--- src/rtl/quad_enc_pkg.sv ---
// Shared types and Gray-code step decoding for the quadrature encoder array.
package quad_enc_pkg;

  typedef logic signed [1:0] step_t;

  typedef enum logic {
    ST_DISARMED = 1'b0,
    ST_ARMED    = 1'b1
  } arm_t;

  typedef struct packed {
    step_t step;
    logic  illegal;
  } dec_t;

  // {A,B} levels in forward order
  localparam logic [1:0] GRAY_S0 = 2'b00;
  localparam logic [1:0] GRAY_S1 = 2'b01;
  localparam logic [1:0] GRAY_S2 = 2'b11;
  localparam logic [1:0] GRAY_S3 = 2'b10;

  function automatic logic [1:0] gray_idx(input logic [1:0] s);
    logic [1:0] idx;
    case (s)
      GRAY_S0: idx = 2'd0;
      GRAY_S1: idx = 2'd1;
      GRAY_S2: idx = 2'd2;
      default: idx = 2'd3;
    endcase
    return idx;
  endfunction

  // Distance around the Gray ring: +1 forward, 3 (i.e. -1) reverse, 2 is a double-bit jump.
  function automatic dec_t decode_step(input logic [1:0] prev, input logic [1:0] cur);
    dec_t       res;
    logic [1:0] diff;
    diff        = gray_idx(cur) - gray_idx(prev);
    res.step    = 2'sd0;
    res.illegal = 1'b0;
    case (diff)
      2'd1:    res.step = 2'sd1;
      2'd3:    res.step = -2'sd1;
      2'd2:    res.illegal = 1'b1;
      default: res.step = 2'sd0;
    endcase
    return res;
  endfunction

endpackage

--- src/rtl/quad_enc_channel.sv ---
// One encoder channel: synchroniser, glitch filter, arm FSM, step decode,
// position counter, saturating window accumulator and sticky error flag.
module quad_enc_channel
  import quad_enc_pkg::*;
#(
  parameter int unsigned SPD_W = 32,
  parameter int unsigned POS_W = 32,
  parameter int unsigned FILT  = 3
) (
  input  logic             clk,
  input  logic             reset,
  input  logic             a_i,
  input  logic             b_i,
  input  logic             pos_clr_i,
  input  logic             err_clr_i,
  input  logic             tick_i,
  output logic [SPD_W-1:0] speed_o,
  output logic [POS_W-1:0] position_o,
  output logic             err_o
);

  localparam int unsigned CNT_W = (FILT > 1) ? $clog2(FILT) : 1;
  localparam logic [SPD_W-1:0] SPD_MAX = {1'b0, {(SPD_W-1){1'b1}}};
  localparam logic [SPD_W-1:0] SPD_MIN = {1'b1, {(SPD_W-1){1'b0}}};

  logic [1:0]       sync1_q, sync2_q, vld_q;
  logic [1:0]       filt_q, filt_d;
  logic [CNT_W-1:0] run_q [2];
  logic [CNT_W-1:0] run_d [2];
  logic [1:0]       prev_q, prev_d;
  arm_t             arm_q, arm_d;
  logic [SPD_W-1:0] acc_q, acc_d, speed_q, speed_d;
  logic [POS_W-1:0] pos_q, pos_d;
  logic             err_q, err_d;

  dec_t             dec;
  step_t            step;
  logic             illegal;
  logic             settled;
  logic [SPD_W:0]   acc_sum;
  logic [SPD_W-1:0] acc_sat;
  logic [POS_W-1:0] pos_step;

  // Per-pin run counter: accept a new level after FILT consecutive differing samples.
  always_comb begin
    for (int p = 0; p < 2; p++) begin
      filt_d[p] = filt_q[p];
      run_d[p]  = '0;
      if (sync2_q[p] != filt_q[p]) begin
        if (run_q[p] == CNT_W'(FILT - 1)) filt_d[p] = sync2_q[p];
        else                              run_d[p]  = run_q[p] + CNT_W'(1);
      end
    end
  end

  assign settled = vld_q[1] && (sync2_q == filt_q);

  // Arm FSM and decode; decoding the filter's next level keeps latency at 2+FILT.
  always_comb begin
    arm_d   = arm_q;
    prev_d  = prev_q;
    step    = 2'sd0;
    illegal = 1'b0;
    dec     = decode_step(prev_q, filt_d);
    case (arm_q)
      ST_DISARMED: begin
        if (settled) begin
          arm_d  = ST_ARMED;
          prev_d = filt_q;
        end
      end
      ST_ARMED: begin
        step    = dec.step;
        illegal = dec.illegal;
        prev_d  = filt_d;
      end
      default: arm_d = ST_DISARMED;
    endcase
  end

  // Position, saturating accumulator, window capture and sticky error.
  always_comb begin
    pos_step = {{(POS_W-2){step[1]}}, step};
    acc_sum  = {acc_q[SPD_W-1], acc_q} + {{(SPD_W-1){step[1]}}, step};
    acc_sat  = acc_sum[SPD_W-1:0];
    if (acc_sum[SPD_W] != acc_sum[SPD_W-1]) acc_sat = acc_sum[SPD_W] ? SPD_MIN : SPD_MAX;

    pos_d   = pos_clr_i ? pos_step : pos_q + pos_step;
    speed_d = speed_q;
    acc_d   = acc_sat;
    if (tick_i) begin
      speed_d = acc_sat;
      acc_d   = '0;
    end

    err_d = err_q;
    if (illegal)        err_d = 1'b1;
    else if (err_clr_i) err_d = 1'b0;
  end

  always_ff @(posedge clk) begin
    if (reset) begin
      sync1_q <= '0;
      sync2_q <= '0;
      vld_q   <= '0;
      filt_q  <= '0;
      for (int p = 0; p < 2; p++) run_q[p] <= '0;
      prev_q  <= '0;
      arm_q   <= ST_DISARMED;
      acc_q   <= '0;
      speed_q <= '0;
      pos_q   <= '0;
      err_q   <= 1'b0;
    end else begin
      sync1_q <= {a_i, b_i};
      sync2_q <= sync1_q;
      vld_q   <= {vld_q[0], 1'b1};
      filt_q  <= filt_d;
      for (int p = 0; p < 2; p++) run_q[p] <= run_d[p];
      prev_q  <= prev_d;
      arm_q   <= arm_d;
      acc_q   <= acc_d;
      speed_q <= speed_d;
      pos_q   <= pos_d;
      err_q   <= err_d;
    end
  end

  assign speed_o    = speed_q;
  assign position_o = pos_q;
  assign err_o      = err_q;

endmodule

--- src/rtl/quad_encoder_array.sv ---
// Multi-channel x4 quadrature decoder; all channels share one speed window timer.
module quad_encoder_array
  import quad_enc_pkg::*;
#(
  parameter int unsigned N_CH   = 2,
  parameter int unsigned SPD_W  = 32,
  parameter int unsigned POS_W  = 32,
  parameter int unsigned WINDOW = 500_000,
  parameter int unsigned FILT   = 3
) (
  input  logic                       clk,
  input  logic                       reset,
  input  logic [N_CH-1:0]            a,
  input  logic [N_CH-1:0]            b,
  input  logic [N_CH-1:0]            pos_clr,
  input  logic [N_CH-1:0]            err_clr,
  output logic [N_CH-1:0][SPD_W-1:0] speed,
  output logic [N_CH-1:0][POS_W-1:0] position,
  output logic                       sample_valid,
  output logic [N_CH-1:0]            err
);

  localparam int unsigned TMR_W = (WINDOW > 2) ? $clog2(WINDOW) : 1;

  logic [TMR_W-1:0] tmr_q, tmr_d;
  logic             tick;
  logic             sv_q;

  assign tick  = (tmr_q == TMR_W'(WINDOW - 1));
  assign tmr_d = tick ? '0 : tmr_q + TMR_W'(1);

  always_ff @(posedge clk) begin
    if (reset) begin
      tmr_q <= '0;
      sv_q  <= 1'b0;
    end else begin
      tmr_q <= tmr_d;
      sv_q  <= tick;
    end
  end

  assign sample_valid = sv_q;

  for (genvar g = 0; g < N_CH; g++) begin : g_ch
    quad_enc_channel #(
      .SPD_W (SPD_W),
      .POS_W (POS_W),
      .FILT  (FILT)
    ) u_ch (
      .clk        (clk),
      .reset      (reset),
      .a_i        (a[g]),
      .b_i        (b[g]),
      .pos_clr_i  (pos_clr[g]),
      .err_clr_i  (err_clr[g]),
      .tick_i     (tick),
      .speed_o    (speed[g]),
      .position_o (position[g]),
      .err_o      (err[g])
    );
  end

endmodule
--- config.mk ---
export PLATFORM = sky130hd
export DESIGN_NAME = quad_encoder_array
export DESIGN_NICKNAME = d
export VERILOG_FILES = /design/src/rtl/quad_enc_pkg.sv /design/src/rtl/quad_enc_channel.sv /design/src/rtl/quad_encoder_array.sv
export SDC_FILE = /design/constraint.sdc
export NUM_CORES = 1
export LEC_CHECK = 0
export ABC_AREA = 1
export CAP_MARGIN = 20
export CORE_UTILIZATION = 30
export CTS_CLUSTER_SIZE = 30
export DETAILED_ROUTE_END_ITERATION = 8
export MAX_ROUTING_LAYER = met4
export PLACE_DENSITY = 0.45
export SYNTH_ARGS = -nofsm -noshare
export SYNTH_HDL_FRONTEND = slang
export SYNTH_SLANG_ARGS = --single-unit
--- constraint.sdc ---
create_clock -name clk -period 10.7 [get_ports clk]
set_clock_uncertainty 0.2 [all_clocks]
set_input_delay 2.14 -clock clk [delete_from_list [all_inputs] [get_ports clk]]
set_output_delay 2.14 -clock clk [all_outputs]
set_load 0.01 [all_outputs]
# Yosys cells after proc, flatten, opt, wreduce, memory -nomap -nowiden
# Memory sizes are Yosys's and may differ from the RTL's.
# Index checks and enable logic that the tools add are counted.
# word_totals
reg_bits,236
ramBits,8
in_bits,10
out_inout_bits,131
wordCells,136
n_memories,2
# mem_list
name,depth,word_bits,rd,rd_clocked_by_memory_dff,write_ports,line,text
g_ch[0].u_ch.run_q,2,2,2,0,2,quad_enc_channel.sv:28,logic [CNT_W-1:0] run_q [2];
g_ch[1].u_ch.run_q,2,2,2,0,2,quad_enc_channel.sv:28,
# op_classes
addsub,11
n_eq_ne,29
muxes,55
bitwise,6
n_reduce_logical,9
# op_table
operator,n
$mux 32,6
$add 32x2->33,2
$add 32x32->32,2
$mux 2,16
$mux 1,25
$eq 2x2->1 const B,12
$pmux 2 s3,4
$add 19x1->19 const B,1
$eq 19x19->1 const B,1
$pmux 2 s2,4
$eq 2x1->1 const B,6
$add 2x1->2 const B,4
$logic_not 2->1,4
$ne 1x1->1,6
$eq 2x2->1,2
$ne 2x1->1 const B,2
$or 1x1->1,4
$reduce_bool 2->1,2
$sub 2x2->2,2
$logic_and 1x1->1,2
$not 1->1,2
$reduce_or 2->1,1

# Longest topological paths before layout
# Gate-level depths: netlist of the first run.
# An unclocked memory read counts as a cell.
# logic_depth
word_depth,13
depth_mapped,31
mapped_depth_nobuf,30

# Cells and area by module
# A second synthesis of the first run with hierarchy kept.
# hier_totals
cells_unflattened,2593
hier_area_um2,16594.7
# by_module_without_submodules
module,n_inst,cells_per_inst,area_per_inst_um2,seq_area_each_um2
quad_enc_channel (g_ch[1].u_ch),1,1215,7777.5,2242.2
quad_enc_channel (g_ch[0].u_ch),1,1224,7775.0,2242.2
quad_encoder_array,1,154,1042.2,400.4

# Worst setup path before layout of the first run
# Ideal clock, no wire load.
# synth_timing
kind,reg2reg
from,memory g_ch[0].u_ch.run_q[0][2] (netlist name)
to,register g_ch[0].u_ch.acc_q[21]
arrival_ns,4.558
setup_slack_ns,5.827
stages_incl_launch_ff,23
n_path_buf,0
path_cell_list,dfxtp_1 inv_1 ha_1 or2_2 o21ai_2 xnor2_1 ha_1 xor2_1 xor2_1 nand2_1 inv_1 ha_1 nand2_1 inv_1 a21oi_2 nand2_1 a21oi_1 nand2_2 nand2_1 nand2_4 nor2_4 o21ai_2 and2_1
# synth_rtl
item,line,text
start: declaration,quad_enc_channel.sv:28,
end signal: assignment,quad_enc_channel.sv:110,acc_q <= '0;
end signal: assignment,quad_enc_channel.sv:122,acc_q <= acc_d;
end: declaration,quad_enc_channel.sv:32,"logic [SPD_W-1:0] acc_q, acc_d, speed_q, speed_d;"

==> results.md, run 1 <==
- Status: finished clean
- Post-CTS setup buffers: 0
- Non-filler cells, final: 3401
- Die area: between 0.05 and 0.06 mm²
- Core box area: 0.0541 mm²
- Syn Inst Count: between 2000 and 3000
- Final min period: 5.17 ns
- Num rows: 85
- IO Port Bufs: 140
- Worst slew margin: 36.2%
- CP dominant cell by count: nand2_1
- H-tree depth: 2
- CTS sink cnt: 242
- CTS resizes: 0
- Total inserted antenna cells: 0
- Worst Path Buf+Inv: 4
- Worst slew pin tran: around 0.96 ns
- Initial antenna violation count: 0
- CTS buffer count: 34
- Max-slew violation count: 0
- Top-count cell post-synth: nand2_1
- CP endpoint kind: register
- Share of layout cells above drive strength 1: 5.91%
- PwrDens: 123 mW/mm²
- RSZ-0062 raised after global routing: false
- CP max FO: 32
- Crit-path slowest cell: inv_2
- Final Instance Area: 0.0198 mm²
- Global route overflow: 0
- Cells after DPL: 3339
- Final WL: 51000 µm
- Ys Warns: 0
- Required time worst endpoint: 10.99 ns
- Final hold viol count: 0
- Post-synth top flop: dfxtp_1
- Slack of the worst reg-to-reg path: 5.53 ns
- Worst-Skew Late Latency: 0.55 ns
- Final Core Density: a little over a third
- Largest net degree at the start of global routing: 88
- Syn Nets: 2706
- Ports: approximately 140
- Reg area: 0.00484 mm²
- Synth top area share: 29.3%
- CTS tree: done
- Post-DR wirelength/cell: about 15 µm
- CP arrival: 5.46 ns
- Multi-input logic area: approximately 0.010 mm²
- Final Power: 0.00244 W
- Top cells by count, synth: nand2_1, a21oi_1, inv_1, dfxtp_1, nor2_1
- Post-synth EDFFs: 0
- Largest stage delay on the critical path: 0.54 ns
- Worst Setup Start Kind: register
- Placer Congestion: 0.915
- Hold_buf cts: 0
- Post-synthesis async set-or-reset flop share: 0%
- Max-capacitance violation count: 0
- Final #Nets: 2830
- Area growth syn-to-layout: 19.4%
- 1st-pass router iterations: 5
- Min-delay worst type: register to register
- Area leader, netlist: dfxtp_1
- Initial Utilization: 30.6%
- Via count: 16200
- Area contributors post-synth: dfxtp_1, nand2_1, ha_1
- Yosys reg bits: 242
- First-pass GRT wire length: 82700 µm
- Max Fclk: 193 MHz
- DRC Markers: 0
- Setup CP Type: register to register
- Register area share after synthesis: 29.3%
- 1st-iter DRT viols: 686
- # setup viols final: 0
- Syn Area/Cell: 6.48 µm²
- Crit-path leading delay family: simple AND/OR/NAND/NOR gates
- Vias per cell: 4.75
- Hpwl dp: 38500 µm
- Worst-path clk slew: 0.06 ns
- Cell variety after synth: 45
- Layout fillers: 5859
- Placed Area: 0.0186 mm²
- Longest Clk Path Bufs: 3
- Vias in the first global route: 16000
- Leakage power: 9.76 nW
- Setup TNS: 0 ns
- Synth Cell Area: about 0.017 mm²
- VDD IR max: 0.0000781 V
- Period utilisation layout: between 40% and 50%
- Die H: 237 µm
- Overall routing resource usage: around a fifth
- Antenna viol nets, final: 0
- CTS root buf: clkbuf_16
- Die Wd: 237 µm
-- cells by family (layout without fill, tap and decap cells) --
kind of cell | count (synthesis) | after routing | synth area share, %
fa+ha+maj | 141 | 141 | 10.8
xor+xnor | 53 | 53 | 2.80
simple gates | 1357 | 1357 | 34.3
compound gates | 447 | 447 | 14.7
buf+inv | 313 | 463 | 7.90
flops | 242 | 242 | 29.3
mux | 2 | 2 | 0.121
-- cell usage in the layout (no fill, tap or decap), types with 3 or more instances in the layout --
master           Yosys  layout
nand2_1            870     870
a21oi_1            280     280
inv_1              248     246
dfxtp_1            242     242
nor2_1             207     206
clkdlybuf4s50_1      0     139
ha_1               137     137
nand3_1            116     116
o21ai_0             94      94
xor2_1              35      35
clkbuf_16            0      34
nand2_2             31      31
nor3_1              30      30
nand3b_1            27      27
or2_2               24      24
o21bai_1            21      21
xnor2_1             18      18
and2_1              16      16
a21oi_2             13      13
nand4_1             13      13
o21a_1              11      11
o21ai_2              9       9
a21o_1               9       9
clkbuf_8             0       9
inv_2                5       7
buf_4                2       7
nor4_1               6       6
a31oi_1              5       5
clkinv_2             0       5
bufinv_16            0       5
clkbuf_1            32       5
nand2_4              4       4
fa_1                 4       4
or2_1                3       3
nor2_4               1       3
-- worst register-to-register path: cells and delay by family (launching register included) --
| kind | cells | cell delay (ns) |
|---|---|---|
| flip-flops | 1 | 0.33 |
| AO/OA/AOI/OAI | 3 | 0.48 |
| XOR/XNOR | 3 | 0.57 |
| adder cells (fa/ha/maj) | 3 | 0.75 |
| AND/OR/NAND/NOR | 12 | 1.66 |
| buffers and inverters | 4 | 1.14 |
-- power by group --
part	switching [W]	internal, W	leakage (nW)
registers	0.0000158	0.000935	1.96
logic	0.000164	0.000100	7.21
clock network	0.000451	0.000770	0.596
total	0.000631	0.00181	9.76
-- state kept, by name, summed over array words and instances, names as in the netlist --
signal,flops
g_ch.u_ch.acc_q,64
g_ch.u_ch.arm_q,2
g_ch.u_ch.err_o,2
g_ch.u_ch.filt_q,4
g_ch.u_ch.position_o,64
g_ch.u_ch.prev_q,4
g_ch.u_ch.run_q,8
g_ch.u_ch.speed_o,64
g_ch.u_ch.sync1_q,4
g_ch.u_ch.sync2_q,4
g_ch.u_ch.vld_q,2
sample_valid,1
tmr_q,19
-- stage by stage --
step | hold slack, ns | worst slack, ns
CTS | 0.206 | 5.40
floorplan | 0.188 | 5.83
global placement | 0.191 | 4.87
finish | 0.203 | 5.53
detailed placement | 0.194 | 5.41
global route | 0.231 | 4.89
-- layout make-up --
cell class / instances / area share (%)
well taps: 696 / 4.40
repair buffers: 148 / 7.48
flip-flops and latches: 242 / 24.5
clock buffers: 48 / 5.03
clock inverters: 14 / 1.09
inverters: 253 / 4.80
multi-input cells: 2000 / 52.7
-- final timing paths --
kind,start,endpoint,cells past startpoint
worst max-delay path,g_ch[0].u_ch.run_q[0][2],g_ch[0].u_ch.speed_o[2],25
worst min-delay path,g_ch[0].u_ch.vld_q[0],g_ch[0].u_ch.vld_q[1],2
worst max register to register,g_ch[0].u_ch.run_q[0][2],g_ch[0].u_ch.speed_o[2],25
worst min register to register,g_ch[0].u_ch.vld_q[0],g_ch[0].u_ch.vld_q[1],2
-- layer usage --
layer / track usage (%) / vias up / wire length [µm]
met1: 24.0 / 7296 / 24900
met4: 4.13 / 0 / 933
li1: - / 8539 / -
met3: 3.46 / 61 / 2190
met5: - / - / 0
met2: 30.4 / 256 / 22900
Power figures use the tool's default switching activity.
==> run 2: changes to the inputs <==
clock period = 5.4 ns   (was 10.7 ns; I/O delays follow)
==> run 2 against run 1 <==
Against the previous run: sequential share of layout area grew 0.095 points; flip-flop and latch count is the same; cell count is essentially flat; register-to-register slack lost 4.8 ns; first-iteration DRC count grew 7.0%; clock power grew 81%; clock-buffer cell count shrank 10; hold slack is essentially flat; via count is essentially flat; total power grew 89%; critical endpoint unchanged.
==> results.md, run 2 (synthesis gave the netlist of run 1 again) <==
- Worst Setup Start Kind: register (unchanged)
- Vias per cell: 4.74 (was 4.75)
- VDD IR max: 0.000236 V (was 0.0000781 V)
- Leakage power: 9.73 nW (was 9.76 nW)
- Min-delay worst type: register to register (unchanged)
- Worst slew margin: 35.1% (was 36.2%)
- Status: finished clean (unchanged)
- Hold Startpoint: g_ch[0].u_ch.vld_q[0] (unchanged)
- Hpwl dp: 37900 µm (was 38500 µm)
- CP dominant cell by count: nand2_1 (unchanged)
- Longest Clk Path Bufs: 3 (unchanged)
- Crit-path slowest cell: nand2_2 (was inv_2)
- CP max FO: 33 (was 32)
- Final min period: 4.63 ns (was 5.17 ns)
- Initial antenna violation count: 0 (unchanged)
- Max Fclk: 216 MHz (was 193 MHz)
- IO Port Bufs: 140 (unchanged)
- Via count: 16100 (was 16200)
- DRC Markers: 0 (unchanged)
- Post-DR wirelength/cell: 14.6 µm (was 15.0 µm)
- Setup CP Type: register to register (unchanged)
- Global route overflow: 0 (unchanged)
- Max-slew violation count: 0 (unchanged)
- Ports: 141 (unchanged)
- Setup TNS: 0 ns (unchanged)
- Final WL: 49600 µm (was 51000 µm)
- Max-capacitance violation count: 0 (unchanged)
- Final #Nets: 2834 (was 2830)
- Die H: 237 µm (unchanged)
- Multi-input logic area: 0.0104 mm² (unchanged)
- Most frequent cells in the layout: nand2_1, a21oi_1, inv_1 (unchanged)
- Largest net degree at the start of global routing: 87 (was 88)
- Largest stage delay on the critical path: 0.43 ns (was 0.54 ns)
- First-pass GRT wire length: 82200 µm (was 82700 µm)
- Worst slew pin tran: 0.973 ns (was 0.958 ns)
- CP arrival: 4.97 ns (was 5.46 ns)
- Hold_buf cts: 0 (unchanged)
- Overall routing resource usage: 18.3% (was 18.7%)
- Psw: 0.00122 W (was 0.000631 W)
- H-tree depth: 1 (was 2)
- 1st-iter DRT viols: 734 (was 686)
- Required time worst endpoint: 5.73 ns (was 10.99 ns)
- CTS tree: done (unchanged)
- Flop pwr share: 40.8% (was 39.0%)
- Critical R2R Launch: g_ch[0].u_ch.run_q[0][2] (unchanged)
- Die area: 0.0561 mm² (unchanged)
- CTS buffer count: 31 (was 34)
- Total inserted antenna cells: 0 (unchanged)
- 1st-pass router iterations: 5 (unchanged)
- Int Pwr: 0.00339 W (was 0.00181 W)
- # setup viols final: 0 (unchanged)
- Worst-path clk slew: 0.06 ns (about the same)
- Antenna viol nets, final: 0 (unchanged)
- CTS root buf: clkbuf_16 (unchanged)
- CP endpoint kind: register (unchanged)
- Share of layout cells above drive strength 1: 6.06% (was 5.91%)
- Period utilisation layout: 85.8% (was 48.3%)
- Placer Congestion: 0.927 (was 0.915)
- Logic pwr share: 11.3% (was 10.8%)
- Die Wd: 237 µm (unchanged)
- Crit path launch: g_ch[0].u_ch.run_q[0][2] (unchanged)
- Clk network pwr share: 47.8% (was 50.1%)
- Initial Utilization: 30.6% (unchanged)
- Post-CTS setup buffers: 0 (unchanged)
- CTS sink cnt: 242 (unchanged)
- Core box area: 0.0541 mm² (unchanged)
- CTS resizes: 0 (unchanged)
- RSZ-0062 raised after global routing: false (unchanged)
- Area growth syn-to-layout: 18.9% (was 19.4%)
- Layout fillers: 5946 (was 5859)
- Final hold viol count: 0 (unchanged)
- Vias in the first global route: 16100 (was 16000)
- Final Power: 0.00461 W (was 0.00244 W)
- Reg area: 0.00484 mm² (unchanged)
- Num rows: 85 (unchanged)
- Switching share of power: 26.5% (was 25.9%)
- Most common cell after layout, fill and taps aside: nand2_1 (unchanged)
- Worst-Skew Late Latency: 0.59 ns (was 0.55 ns)
- PwrDens: 234 mW/mm² (was 123 mW/mm²)
## run 2: changes by cell type in the layout (fill, tap and decap cells not counted), moves of 2 or more
cell,before,now
buf_4,7,15
clkbuf_16,34,31
clkbuf_8,9,3
clkinv_2,5,7
clkinv_4,0,4
## run 2: final timing paths
path	endpoint	slack (ns)	depth (start not counted)
hold / removal	g_ch[0].u_ch.vld_q[1]	0.20	2
hold reg to reg	g_ch[0].u_ch.vld_q[1]	0.20	2
setup / recovery	g_ch[0].u_ch.speed_o[2]	0.77	26
setup reg to reg	g_ch[0].u_ch.speed_o[2]	0.77	26
## run 2: worst max-delay path: cells and delay by family, from the launching register on
kind	cells	cell delay [ns]
AND/OR/NAND/NOR	15	2.03
adder cells (fa/ha/maj)	3	0.76
XOR/XNOR	3	0.53
buffers and inverters	3	0.42
flip-flops	1	0.32
AO/OA/AOI/OAI	2	0.28
## run 2: stage by stage
step	setup WS, ns	area (µm²)	instances	util [%]	hold slack (ns)
floorplan	0.527	16600	2555	-	0.188
CTS	0.344	19700	3404	36.4	0.205
global route	0.148	19700	3404	36.4	0.210
global placement	0.451	18600	3346	34.4	0.190
finish	0.769	19700	3404	36.4	0.203
detailed placement	0.358	18600	3346	34.4	0.196
## run 2: area by class of cell
| type | count | area share (%) |
|---|---|---|
| flip-flops and latches | 242 | 24.6 |
| repair buffers | 155 | 7.74 |
| multi-input cells | 2000 | 52.9 |
| clock inverters | 20 | 1.29 |
| inverters | 253 | 4.83 |
| well taps | 696 | 4.42 |
| clock buffers | 38 | 4.22 |
## run 2: power by group through the flow
stage,Sequential [W],Combinational [W],Clock [W]
after detailed placement,0.00192,0.000528,0
after floorplan,0.00192,0.000400,0
after global placement,0.00192,0.000525,0
after CTS,0.00188,0.000531,0.00230
final,0.00188,0.000523,0.00221
after global routing,0.00189,0.000596,0.00237
## run 2: layer usage
layer	wire (µm)	vias up	track usage, %
met4	847	0	3.97
li1	-	8529	-
met5	0	-	-
met3	1970	53	2.48
met2	21900	271	29.2
met1	24900	7293	24.5
==> run 3: changes to the inputs <==
ABC_CLOCK_PERIOD_IN_PS = 5400   (was not set)
==> results of run 3 <==
Same layout as run 2: the final DEF is identical, and so are final timing and power.
